### src/rtl/vga_pixel_pipe.sv
// VGA scan-out pipeline: raster timing generator, framebuffer read-address
// generation (with optional 2x pixel/line doubling), writable palette and an
// aligned output stage. Counter state reaches the pins MEM_LAT+2 cycles later;
// the sync/active/frame-start tags ride a shift register so they line up with
// the palette output.
module vga_pixel_pipe #(
    parameter int H_ACTIVE   = 640,
    parameter int H_FP       = 16,
    parameter int H_SYNC     = 96,
    parameter int H_BP       = 48,
    parameter int V_ACTIVE   = 480,
    parameter int V_FP       = 10,
    parameter int V_SYNC     = 2,
    parameter int V_BP       = 33,
    parameter bit HSYNC_POL  = 1'b0,
    parameter bit VSYNC_POL  = 1'b0,
    parameter int PIX_BITS   = 4,
    parameter int COLOR_BITS = 4,
    parameter int MEM_LAT    = 1,
    parameter int ADDR_W     = 19
) (
    input  logic                    pixelClk,
    input  logic                    resetN,
    input  logic                    enable,
    input  logic                    scale2x,
    output logic [ADDR_W-1:0]       fbAddr,
    output logic                    fbEn,
    input  logic [PIX_BITS-1:0]     fbData,
    input  logic                    palWe,
    input  logic [PIX_BITS-1:0]     palAddr,
    input  logic [3*COLOR_BITS-1:0] palData,
    output logic                    hSync,
    output logic                    vSync,
    output logic [COLOR_BITS-1:0]   VGA_R,
    output logic [COLOR_BITS-1:0]   VGA_G,
    output logic [COLOR_BITS-1:0]   VGA_B,
    output logic                    frameStart
);

    localparam int H_TOTAL = H_ACTIVE + H_FP + H_SYNC + H_BP;
    localparam int V_TOTAL = V_ACTIVE + V_FP + V_SYNC + V_BP;
    // One spare bit so sync-end compares never overflow when a back porch is 0.
    localparam int H_W     = $clog2(H_TOTAL + 1);
    localparam int V_W     = $clog2(V_TOTAL + 1);
    localparam int PAL_N   = 2 ** PIX_BITS;
    localparam int CW      = 3 * COLOR_BITS;
    // Tag stages before the output register: edge 1 .. edge MEM_LAT+1.
    localparam int DEPTH   = MEM_LAT + 1;

    localparam logic [H_W-1:0] H_LAST   = H_W'(H_TOTAL - 1);
    localparam logic [H_W-1:0] H_ACT_C  = H_W'(H_ACTIVE);
    localparam logic [H_W-1:0] HS_BEG   = H_W'(H_ACTIVE + H_FP);
    localparam logic [H_W-1:0] HS_END   = H_W'(H_ACTIVE + H_FP + H_SYNC);
    localparam logic [V_W-1:0] V_LAST   = V_W'(V_TOTAL - 1);
    localparam logic [V_W-1:0] V_ACT_C  = V_W'(V_ACTIVE);
    localparam logic [V_W-1:0] VS_BEG   = V_W'(V_ACTIVE + V_FP);
    localparam logic [V_W-1:0] VS_END   = V_W'(V_ACTIVE + V_FP + V_SYNC);
    localparam logic [ADDR_W-1:0] LINE_STEP = ADDR_W'(H_ACTIVE);
    localparam logic [ADDR_W-1:0] HALF_STEP = ADDR_W'(H_ACTIVE / 2);

    typedef struct packed {
        logic act;
        logic hs;
        logic vs;
        logic fs;
    } tag_t;

    logic [H_W-1:0]    h_cnt;
    logic [V_W-1:0]    v_cnt;
    logic [ADDR_W-1:0] line_base;
    logic              scale_q;
    logic              scale_eff;
    logic              at_origin;
    logic              h_act;
    logic              v_act;
    logic [H_W-1:0]    col;
    tag_t              cur_tag;
    tag_t              tag_pipe [DEPTH];
    tag_t              last_tag;
    logic [CW-1:0]     palette [PAL_N];
    logic [CW-1:0]     pal_entry;

    assign at_origin = (h_cnt == '0) && (v_cnt == '0);
    // The frame's own first pixel already uses the freshly sampled mode.
    assign scale_eff = at_origin ? scale2x : scale_q;
    assign h_act     = h_cnt < H_ACT_C;
    assign v_act     = v_cnt < V_ACT_C;
    assign col       = scale_eff ? (h_cnt >> 1) : h_cnt;

    assign cur_tag.act = h_act && v_act;
    assign cur_tag.hs  = (h_cnt >= HS_BEG) && (h_cnt < HS_END);
    assign cur_tag.vs  = (v_cnt >= VS_BEG) && (v_cnt < VS_END);
    assign cur_tag.fs  = at_origin;

    assign last_tag  = tag_pipe[DEPTH-1];
    assign pal_entry = palette[fbData];

    // Raster counters, per-line framebuffer base and per-frame scale capture.
    always_ff @(posedge pixelClk or negedge resetN) begin
        if (!resetN) begin
            h_cnt     <= '0;
            v_cnt     <= '0;
            line_base <= '0;
            scale_q   <= 1'b0;
        end else begin
            scale_q <= scale_eff;
            if (!enable) begin
                h_cnt     <= '0;
                v_cnt     <= '0;
                line_base <= '0;
            end else if (h_cnt == H_LAST) begin
                h_cnt <= '0;
                if (v_cnt == V_LAST) begin
                    v_cnt     <= '0;
                    line_base <= '0;
                end else begin
                    v_cnt <= v_cnt + 1'b1;
                    // In doubled mode each source line is shown twice, so the
                    // base only moves after the second (odd) copy.
                    if (v_act && !scale_eff)
                        line_base <= line_base + LINE_STEP;
                    else if (v_act && v_cnt[0])
                        line_base <= line_base + HALF_STEP;
                end
            end else begin
                h_cnt <= h_cnt + 1'b1;
            end
        end
    end

    // Framebuffer request stage plus the tag delay line that tracks it.
    always_ff @(posedge pixelClk or negedge resetN) begin
        if (!resetN) begin
            fbAddr <= '0;
            fbEn   <= 1'b0;
            for (int i = 0; i < DEPTH; i++)
                tag_pipe[i] <= '0;
        end else begin
            fbAddr      <= line_base + ADDR_W'(col);
            fbEn        <= enable && cur_tag.act;
            tag_pipe[0] <= enable ? cur_tag : '0;
            for (int i = 1; i < DEPTH; i++)
                tag_pipe[i] <= tag_pipe[i-1];
        end
    end

    // Palette register file; reads are combinational so a same-edge write
    // is seen only by later lookups.
    always_ff @(posedge pixelClk or negedge resetN) begin
        if (!resetN) begin
            for (int i = 0; i < PAL_N; i++)
                palette[i] <= {3{COLOR_BITS'(i)}};
        end else if (palWe) begin
            palette[palAddr] <= palData;
        end
    end

    // Output register: colour blanked outside the active area, syncs mapped
    // to their configured polarity.
    always_ff @(posedge pixelClk or negedge resetN) begin
        if (!resetN) begin
            VGA_R      <= '0;
            VGA_G      <= '0;
            VGA_B      <= '0;
            hSync      <= ~HSYNC_POL;
            vSync      <= ~VSYNC_POL;
            frameStart <= 1'b0;
        end else begin
            VGA_R      <= last_tag.act ? pal_entry[CW-1 -: COLOR_BITS] : '0;
            VGA_G      <= last_tag.act ? pal_entry[2*COLOR_BITS-1 -: COLOR_BITS] : '0;
            VGA_B      <= last_tag.act ? pal_entry[COLOR_BITS-1 -: COLOR_BITS] : '0;
            hSync      <= last_tag.hs ? HSYNC_POL : ~HSYNC_POL;
            vSync      <= last_tag.vs ? VSYNC_POL : ~VSYNC_POL;
            frameStart <= last_tag.fs;
        end
    end

endmodule

### config.mk
export PLATFORM = sky130hd
export DESIGN_NAME = vga_pixel_pipe
export DESIGN_NICKNAME = d
export VERILOG_FILES = /design/src/rtl/vga_pixel_pipe.sv
export SDC_FILE = /design/constraint.sdc
export NUM_CORES = 1
export LEC_CHECK = 0
export CAP_MARGIN = 10
export CORE_MARGIN = 1.5
export CORE_UTILIZATION = 50
export CTS_BUF_LIST = sky130_fd_sc_hd__clkbuf_4 sky130_fd_sc_hd__clkbuf_8
export CTS_CLUSTER_SIZE = 25
export DETAILED_ROUTE_END_ITERATION = 10
export PLACE_DENSITY_LB_ADDON = 0.25
export SLEW_MARGIN = 5
export SYNTH_ARGS = -nofsm -noshare
export SYNTH_HDL_FRONTEND = slang
export SYNTH_SLANG_ARGS = --single-unit
### constraint.sdc
create_clock -name pixelClk -period 7.5 [get_ports pixelClk]
set_input_delay 1.125 -clock pixelClk [delete_from_list [all_inputs] [get_ports pixelClk]]
set_output_delay 1.125 -clock pixelClk [all_outputs]
set_load 0.01 [all_outputs]
==> implementation parameters <==
Parameter                              Value

Run status
  Status ... finished clean

Setup path
  Startpoint type of the worst setup path ... register
  Largest delay contributor family on the critical path ... simple AND/OR/NAND/NOR gates
  Highest net fanout along the worst path ... 11
  Crit path max-delay cell type ... dfrtp_1
  Crit. End Element ... register
  Type of the setup path with the least slack ... register to register
  Worst endpoint data arrival time ... 4.10 ns
  Required time worst endpoint ... 7.91 ns
  CP peak stage delay ... 0.46 ns
  CP cell instances ... inv_1 -> ha_1 -> nor2b_1 -> nand4_1 -> nor2_2 -> nor2_8 -> inv_2 -> nand2_1 -> nand2_1 -> ha_1 -> a21oi_1 -> nor2b_1 -> o21a_1 -> nor2_1 -> a21oi_1 -> xor2_1
  Crit path buf inv count ... 2

Clock tree
  Buffers inserted during post-CTS setup optimization ... 0
  Number of instances resized during post-cts repair ... 0
  Clock-pin slew reported for the worst setup and hold paths after clock tree synthesis ... 0.06 ns
  Clock sinks ... 268
  Root Buffer Master ... clkbuf_8
  Deepest clock path buffer count ... 3
  Count of hold buffers inserted by post-cts repair ... 0
  Insertion delay to the later sink of the worst-skew pair ... roughly 0.57 ns
  TritonCTS buffer count ... 47
  Clock H-tree levels ... 2
  Clock tree from TritonCTS ... built

Yosys
  Yosys reg bits ... 268
  Main flop type after synthesis ... dfrtp_1
  Portion of the post-synthesis area used by sequential elements ... 54.5%
  Synthesized netlist cell count ... a little under 900
  Commonest cells in the netlist ... mux2_2, dfrtp_1, dfstp_2, mux4_2, nor2_1
  Compound-gate portion of the synthesized area ... 4.14%
  Library cell occupying the most area in the post-synthesis netlist ... dfrtp_1
  Mapped Nets ... 924
  Most common cell in the synthesized netlist ... mux2_2
  XOR/XNOR share of the synthesized area ... 1.47%
  Mapped cell area ... 12500 sq um
  Async S/R FF share, synth ... 100%
  Count of flip-flops with a built-in enable after synthesis ... 0
  Mean post-synth cell area ... 14.1 sq um
  Post-synth top area share ... about a third
  Synth Area in Simple Gates ... 7.83%
  Distinct cells, synth ... 57
  Share of cell area taken by muxes after synthesis ... approximately 29%
  Arithmetic-cell share of the synthesized area counting full adders, half adders and majority gates ... 1.20%
  Largest family of logic cells by synthesized area ... multiplexers
  Most area-consuming cells after synthesis ... dfrtp_1, dfstp_2, mux2_2
  Total of warnings raised by yosys ... 0

Timing
  Time the final worst path needs with I/O delays and setup ... 3.68 ns
  Final cycle utilization of the critical path ... 49.1%
  Final setup TNS ... 0 ns
  Setup repair after global routing missed its margin ... no
  Worst clock skew on the final layout ... roughly 0.033 ns
  Relative max-transition margin ... about 26%
  Final count of negative-setup-slack endpoints ... 0
  Final Slew Violations ... 0
  Transition time at the pin with the least slew margin ... 1.11 ns
  Final Hold Vio Count ... 0
  Max frequency ... 0.271 GHz

Placement
  Final HPWL DP ... 16.0 mm
  Placed Instance Area ... 13400 sq um
  Final RePlAce weighted congestion ... 0.908
  Number of buffer cells added on primary ports ... 59

Cells and area
  Final Instance Area ... 14500 sq um
  Utilization after layout ... 59.2%
  Multi-input combinational cell area ... approximately 5400 sq um
  Synthesis-to-finish area growth ... 15.6%
  NumNets Final ... 987
  Fraction of layout cells with a size suffix above 1 ... between 40 and 50%
  Fillcell total ... 1953
  Area occupied by registers ... 6830 sq um
  Ant. Diodes ... 0

Drt
  Remaining DRCs ... 0
  Iter 0 DRT Violations ... 442
  Number of iterations in the first detailed-routing pass ... 5
  Wire per inst ... 20.5 um
  Vias per cell ... 5.71
  Via count ... 7501
  Routed wire length ... 27.0 mm
  Residual antenna-violating net count after detailed routing ... 0

Hold path
  HP Class ... register to register

Floorplanning
  Std-Cell Rows ... 57
  Die area ... 26000 sq um
  Die W ... 161 um
  Starting Density ... between 50 and 60%
  Placeable core area ... 24500 sq um
  Count of pins on the block boundary ... 60
  Die Y ... 161 um

Global routing
  Vias in the first global route ... 8039
  Total congestion overflow ... 0
  First-pass GRT wire length ... roughly 44 mm
  Number of antenna violations at the first check in global routing ... 0
  GRT Resource Usage Total ... between 20 and 25%
  Largest net degree at the start of global routing ... between 150 and 200

Power and ir drop
  Power density over the cells ... 289 nW/um^2
  Leakage component of the power ... about 6.0 nW
  Maximum vdd drop ... roughly 0.00017 V
  Power Total ... 0.00419 W

Job
  Max-Cap Viols ... 0
-- layer usage --
metal	up-vias	global-route usage, %	part of all wire (%)
met5	-	0	0
met4	0	7.11	2.3
met3	51	3.95	3.9
met2	156	39.2	52
met1	3904	27.4	42
li1	3390	-	-
-- placed cells by master, fill, tap and decap left out, types with 16 or more instances in the layout --
master           synthesis  final
a21oi_1                 23     23
and2_1                  18     18
clkbuf_4                 0     16
clkbuf_8                 0     62
clkdlybuf4s50_1          0     56
dfrtp_1                170    170
dfstp_2                 98     98
mux2_2                 193    193
mux4_2                  60     60
nand2_1                 37     37
nand3_1                 16     16
nor2_1                  39     33
o21ai_0                 30     30
-- area by class of cell --
class	instances	share of cell area, %
tap	324	2.80
clock buffer	78	6.72
clock inverter	10	0.916
multi-input combinational	555	37.6
sequential	268	47.1
timing repair buffer	66	4.51
inverter	12	0.311
-- power breakdown --
| group | switching (W) | internal, W | total (W) | leakage (nW) |
|---|---|---|---|---|
| registers | 0.000143 | 0.00181 | 0.00195 | 3.21 |
| clock network | 0.000602 | 0.000923 | 0.00153 | 0.578 |
| logic | 0.000281 | 0.000429 | 0.000711 | 2.24 |
| total | 0.00103 | 0.00316 | 0.00419 | 6.02 |
-- path summary, 6_finish.rpt --
kind | from | depth (start not counted) | end | slack, ns
setup reg to reg | v_cnt[0]$_DFFE_PN0P_ | 16 | fbAddr[12]$_DFF_PN0_ | 3.82
setup / recovery | v_cnt[0]$_DFFE_PN0P_ | 16 | fbAddr[12]$_DFF_PN0_ | 3.82
hold / removal | tag_pipe[4]$_DFF_PN0_ | 0 | last_tag[0]$_DFF_PN0_ | 0.35
hold reg to reg | tag_pipe[4]$_DFF_PN0_ | 0 | last_tag[0]$_DFF_PN0_ | 0.35
max in group asynchronous | resetN | 2 | fbAddr[14]$_DFF_PN0_ | 5.47
min in group asynchronous | resetN | 1 | palette[132]$_DFFE_PN0P_ | 0.53
-- registers in the layout, summed over array words and instances (netlist names) --
name / count
last_tag: 4
VGA_B: 4
tag_pipe: 3
palette: 192
scale_q: 1
VGA_R: 4
vSync: 1
VGA_G: 4
v_cnt: 10
fbEn: 1
frameStart: 1
fbAddr: 19
hSync: 1
h_cnt: 10
line_base: 13
-- per-stage QoR --
step	std cells	worst slack, ns	hold WS (ns)
2_1_floorplan	887	4.31	0.331
3_3_place_gp	1225	3.58	0.342
3_5_place_dp	1225	3.48	0.340
4_1_cts	1313	3.85	0.354
5_1_grt	1313	3.40	0.368
6_report	1313	3.82	0.354
-- logic make-up after synthesis --
family	count (synthesis)
xor gates and xnor gates	21
AOI/OAI and AO/OA	81
adders and majority gates	12
other	1
DFF	268
muxes	260
buffers and inverters	64
and+or+nand+nor	180
No activity file was read; power rests on OpenSTA's default activity.
